===== src/rtl/clock_logic_pkg.sv =====
// Shared defaults, legal parameter ranges and sizing helper for the
// clock-domain-crossing synchronizer / glitch filter block.
package clock_logic_pkg;

  localparam int SYNC_STAGES_DEF   = 2;
  localparam int FILTER_CYCLES_DEF = 4;

  localparam int WIDTH_MIN  = 1;
  localparam int WIDTH_MAX  = 32;
  localparam int STAGES_MIN = 2;
  localparam int STAGES_MAX = 4;
  localparam int FILTER_MIN = 1;
  localparam int FILTER_MAX = 255;

  // Counter must be able to hold FILTER_CYCLES-1 for every legal setting.
  function automatic int cnt_width(input int filter_cycles);
    return $clog2(filter_cycles + 1);
  endfunction

endpackage


===== src/rtl/clock_logic_glitch_filter.sv =====
// One channel: persistence counter, filtered output register and
// edge pulse generation from an already-synchronized level.
module clock_logic_glitch_filter
  import clock_logic_pkg::*;
#(
  parameter int   FILTER_CYCLES = FILTER_CYCLES_DEF,
  parameter logic RESET_BIT     = 1'b1
) (
  input  logic clock,
  input  logic reset,
  input  logic i_sync,
  output logic o_data,
  output logic o_rise,
  output logic o_fall,
  output logic o_load
);

  localparam int               CNT_W = cnt_width(FILTER_CYCLES);
  localparam logic [CNT_W-1:0] LAST  = CNT_W'(FILTER_CYCLES - 1);

  logic             r_data;
  logic             r_rise;
  logic             r_fall;
  logic [CNT_W-1:0] r_cnt;
  logic             w_diff;
  logic             w_load;

  always_comb begin
    w_diff = (i_sync != r_data);
    w_load = w_diff && (r_cnt == LAST);
  end

  // Pulses are registered alongside r_data so they line up with the new level.
  always_ff @(posedge clock) begin
    if (reset) begin
      r_data <= RESET_BIT;
      r_cnt  <= '0;
      r_rise <= 1'b0;
      r_fall <= 1'b0;
    end else begin
      r_rise <= w_load & i_sync;
      r_fall <= w_load & ~i_sync;
      if (!w_diff) begin
        r_cnt <= '0;
      end else if (w_load) begin
        r_data <= i_sync;
        r_cnt  <= '0;
      end else begin
        r_cnt <= r_cnt + CNT_W'(1);
      end
    end
  end

  assign o_data = r_data;
  assign o_rise = r_rise;
  assign o_fall = r_fall;
  assign o_load = w_load;

endmodule


===== src/rtl/clock_logic_cross_sync_filt.sv =====
// Multi-channel level synchronizer with per-channel glitch filter and
// registered rise/fall/any-change pulses.
module clock_logic_cross_sync_filt
  import clock_logic_pkg::*;
#(
  parameter int               WIDTH         = 4,
  parameter int               STAGES        = SYNC_STAGES_DEF,
  parameter int               FIRST_NEG     = 1,
  parameter int               FILTER_CYCLES = FILTER_CYCLES_DEF,
  parameter logic [WIDTH-1:0] RESET_VALUE   = '1
) (
  input  logic             clock,
  input  logic             reset,
  input  logic [WIDTH-1:0] data_in,
  output logic [WIDTH-1:0] data_out,
  output logic [WIDTH-1:0] rise_pulse,
  output logic [WIDTH-1:0] fall_pulse,
  output logic             any_change
);

  if (WIDTH < WIDTH_MIN || WIDTH > WIDTH_MAX) begin : g_bad_width
    $fatal(1, "clock_logic_cross_sync_filt: WIDTH out of range 1..32");
  end
  if (STAGES < STAGES_MIN || STAGES > STAGES_MAX) begin : g_bad_stages
    $fatal(1, "clock_logic_cross_sync_filt: STAGES out of range 2..4");
  end
  if (FILTER_CYCLES < FILTER_MIN || FILTER_CYCLES > FILTER_MAX) begin : g_bad_filter
    $fatal(1, "clock_logic_cross_sync_filt: FILTER_CYCLES out of range 1..255");
  end
  if (FIRST_NEG != 0 && FIRST_NEG != 1) begin : g_bad_first_neg
    $fatal(1, "clock_logic_cross_sync_filt: FIRST_NEG must be 0 or 1");
  end

  (* async_reg = "true", keep = "true" *) logic [WIDTH-1:0] r_sync_first;
  (* async_reg = "true", keep = "true" *) logic [WIDTH-1:0] r_sync_tail [STAGES-1];
  logic [WIDTH-1:0] w_sync;
  logic [WIDTH-1:0] w_load;
  logic             r_any_change;

  // The falling-edge first stage also resets synchronously, on its own edge.
  if (FIRST_NEG != 0) begin : g_first_neg
    always_ff @(negedge clock) begin
      if (reset) r_sync_first <= RESET_VALUE;
      else       r_sync_first <= data_in;
    end
  end else begin : g_first_pos
    always_ff @(posedge clock) begin
      if (reset) r_sync_first <= RESET_VALUE;
      else       r_sync_first <= data_in;
    end
  end

  always_ff @(posedge clock) begin
    if (reset) begin
      for (int i = 0; i < STAGES - 1; i++) r_sync_tail[i] <= RESET_VALUE;
    end else begin
      r_sync_tail[0] <= r_sync_first;
      for (int i = 1; i < STAGES - 1; i++) r_sync_tail[i] <= r_sync_tail[i-1];
    end
  end

  assign w_sync = r_sync_tail[STAGES-2];

  for (genvar g = 0; g < WIDTH; g++) begin : g_chan
    clock_logic_glitch_filter #(
      .FILTER_CYCLES (FILTER_CYCLES),
      .RESET_BIT     (RESET_VALUE[g])
    ) u_filt (
      .clock  (clock),
      .reset  (reset),
      .i_sync (w_sync[g]),
      .o_data (data_out[g]),
      .o_rise (rise_pulse[g]),
      .o_fall (fall_pulse[g]),
      .o_load (w_load[g])
    );
  end

  // Registered from the same load strobes, so it coincides with the pulses.
  always_ff @(posedge clock) begin
    if (reset) r_any_change <= 1'b0;
    else       r_any_change <= |w_load;
  end

  assign any_change = r_any_change;

endmodule


===== config.mk =====
export PLATFORM = sky130hd
export DESIGN_NAME = clock_logic_cross_sync_filt
export DESIGN_NICKNAME = d
export VERILOG_FILES = /design/src/rtl/clock_logic_pkg.sv /design/src/rtl/clock_logic_glitch_filter.sv /design/src/rtl/clock_logic_cross_sync_filt.sv
export SDC_FILE = /design/constraint.sdc
export NUM_CORES = 1
export LEC_CHECK = 0
export ABC_AREA = 1
export CAP_MARGIN = 5
export CORE_MARGIN = 1.5
export CORE_UTILIZATION = 45
export CTS_BUF_LIST = sky130_fd_sc_hd__clkbuf_16
export DETAILED_ROUTE_END_ITERATION = 7
export PLACE_DENSITY = 0.71
export SYNTH_ARGS = -nofsm -noshare
export SYNTH_HDL_FRONTEND = slang
export SYNTH_HIERARCHICAL = 1
export SYNTH_SLANG_ARGS = --single-unit

===== constraint.sdc =====
create_clock -name clock -period 1.39 [get_ports clock]
set_input_delay 0.139 -clock clock [delete_from_list [all_inputs] [get_ports clock]]
set_output_delay 0.139 -clock clock [all_outputs]
set_load 0.03 [all_outputs]

* Yosys cells after proc, flatten, opt, wreduce, memory -nomap -nowiden
Memory sizes are Yosys's and may differ from the RTL's. Index checks and enable logic that the tools add are counted. W data, S select, Z words.
Storage, ports and cells: register bits 29, bits in writable memories 4, input port bits 6, output and inout port bits 13, logic and storage cells 66, memories 1
Operators by class: add/subtract/negate cells 4, eq/ne operators 8, multiplexer cells 5, bitwise gates (word level) 16, reductions and logical operators 14
Memories:
- r_sync_tail | words 1, bits a word 4, read ports 1, clocked after Yosys merged registers in 0, write ports 1, line clock_logic_cross_sync_filt.sv:35 | (* async_reg = "true", keep = "true" *) logic [WIDTH-1:0] r_sync_tail [STAGES-1];
Operators with widths (count):
- $add A3 B1 Y3 const B | 4
- $eq A3 B2 Y1 const B | 4
- $reduce_or A3 Y1 | 4
- $and A1 B1 Y1 | 8
- $not A1 Y1 | 8
- $reduce_and A2 Y1 | 4
- $reduce_or A4 Y1 | 2
- $logic_and A1 B1 Y1 | 4
- $mux W1 | 4
- $mux W4 | 1
- $ne A1 B1 Y1 | 4

* Longest topological paths before layout
depth after elaboration 3, gate-level depth with buffers 6, gate-level depth less buffers 6

* Modules after synthesis
The synthesis kept the hierarchy.
By module, submodules not included:
- clock_logic_glitch_filter | instances 4, cells an instance 28, area an instance 240.2 um^2, seq. area each 120.1 um^2
- clock_logic_cross_sync_filt | instances 1, cells an instance 21, area an instance 246.5 um^2, seq. area each 180.2 um^2

==> flow_summary.toml <==
[route]
drc = 0
num_vias = 891
viasPerCell = 4.64
drtIter0Drc = 9
drt-total-wl_um = 1860
final_antenna_net_count = 0
drtPass1Iterations = 4
wire_per_inst_um = 9.67

[final_layout]
area_growth_pct = 30.9
num_antenna_cells = 0
multi_input_area_um2 = 453
seqCellArea_um2 = 661
fillCellCount = 213
nNetsFinal = 176
final_util = 0.632
final_common_cell = "dfxtp_1"
postLayoutCellArea_um2 = 1580
final_cell_mix = "dfxtp_1, inv_1, nor2_1, nand2_1"
drive_gt1_frac = 0.142
stdcell_count = 192

[floorplanning]
io_pins = 19
initial_utilization = 0.483
dieArea_um2 = 3000
fp.coreArea_um2 = 2500
die_y_um = 54.8
placementRows = 18
die_x_um = 54.8

[critical_path]
crit_buf_inv = 0
crit_fanout = 1
cp-start-kind = "flop"
crit_type = "reg -> reg"
rr_worst_depth = 1
crit_family = "flip-flops"
worst_path_max_delay_cell = "dfxtp_1"
slowest_delay_ns = 0.29
worstPathCellList = "or2_1"
cp_num_cells = 1
critPathArrivalTime_ns = 1.51
endpoint_kind = "flop"
worstPathRequired_ns = 1.56

[status]
status = "completed"

[power_and_ir_drop]
leakagePower_nw = 0.797
power_density_nw_per_um2 = 1310
peakVddDrop_mv = 1.08
p_total_mw = 2.07

[hold_path]
holdPathStages = 1
hold_class = "reg -> reg"

[clock_network]
cts_buffers = 5
clk_path_buf_depth = 2
numClockSinks = 33
cts_root_buf = "clkbuf_16"
hold_buffers = 0
htreeDepth = 2
cts_tree = "built"
clk_latency_ns = 0.34
cts_setup_buffers = 0
path_clk_slew_ns = 0.05

[grt]
overflow = 0
grt_pass1_vias = 817
antenna_found_initial = 0
grt_usage = 0.156
grt_pass1_wl_um = 3070
grt_max_degree = 18

[place]
dp_hpwl_um = 1390
gp_congestion = 0.719
place_ws_ns = -0.279
place_area_um2 = 1430
dp_cells = 182
io_buffers = 18

[synth]
yosysTopAreaCellShare = 0.547
ys_warn_count = 6
yosysSeqAreaShare = 0.547
syn-num-nets = 147
avgSynthCellArea_um2 = 9.08
yosysUniqueCellTypes = 13
synth_area_um2 = 1210
synthTopCellsByArea = "dfxtp_1, ha_1, nor2_1, inv_1, nand2_1"
ys_ff_latch = 33
netlist.top_cell.by_area = "dfxtp_1"
synthCells = 133

[timing]
drv_slew = 0
max_slew.worst_pin.slew_ns = 0.316
finalSetupTns_ns = 0
setup_viol = 0
hold_violations = 0
hold_slack_ns = 0.414
max_slew_margin = 0.789
finalClockSkew_ns = 0.0699
layout_setup_ws_ns = 0.0423
rsz0062_at_grt = "false"

[run]
max-cap-violations = 0
registers in the layout, summed over array words and instances (netlist names):
| name | cells |
|---|---|
| g_chan.u_filt/o_data | 4 |
| any_change | 1 |
| r_sync_first | 4 |
| r_sync_tail | 4 |
| g_chan.u_filt/o_rise | 4 |
| g_chan.u_filt/o_fall | 4 |
| g_chan.u_filt/r_cnt | 12 |
where the power goes:
part	switching, mW	internal (mW)	total [mW]
clock network	0.388	0.655	1.04
registers	0.00719	0.963	0.971
logic	0.0297	0.0266	0.0563
per-layer routing:
layer	track usage	routed length (µm)	share of wire
met5	0	0	0
met1	0.152	794	0.43
met3	0.0656	112	0.060
met2	0.250	897	0.48
met4	0.138	52	0.028
path summary, 6_finish.rpt:
path / from / end / slack (ns)
max reg2reg: r_sync_first[1]$_SDFF_NP1_ / r_sync_tail[0][1]$_SDFF_PP1_ / 0.04
min reg2reg: g_chan[3].u_filt/r_cnt[0]$_SDFF_PP0_ / g_chan[3].u_filt/r_cnt[0]$_SDFF_PP0_ / 0.41
min: g_chan[3].u_filt/r_cnt[0]$_SDFF_PP0_ / g_chan[3].u_filt/r_cnt[0]$_SDFF_PP0_ / 0.41
max: r_sync_first[1]$_SDFF_NP1_ / r_sync_tail[0][1]$_SDFF_PP1_ / 0.04
logic make-up after synthesis:
kind of cell / share of synthesized area
AND/OR/NAND/NOR: 0.272
flip-flops: 0.547
buffers and inverters: 0.0777
adder cells (fa/ha/maj): 0.0829
AO/OA/AOI/OAI: 0.0207
cell type report:
cell class              instances  share of cell area
well taps                      30              0.0238
multi-input cells              75               0.287
clock buffers                   5              0.0792
repair buffers                 19               0.120
clock inverters                 6              0.0150
inverters                      24              0.0570
flip-flops and latches         33               0.418
timing repair:
action,CTS,global route
pin swaps,0,0
endpoints found under the setup margin,8,5
gates resized for setup,8,5
gates cloned,0,0
synthesized netlist by cell type:
cell     count
a21oi_1      1
dfxtp_1     33
ha_1         8
inv_1       21
inv_2        4
nand2_1     16
nand2_2      4
nand3_1      4
nand4_2      4
nor2_1      22
nor3_2       4
o21ai_0      4
or2_1        8
No activity file was read; power rests on OpenSTA's default activity.
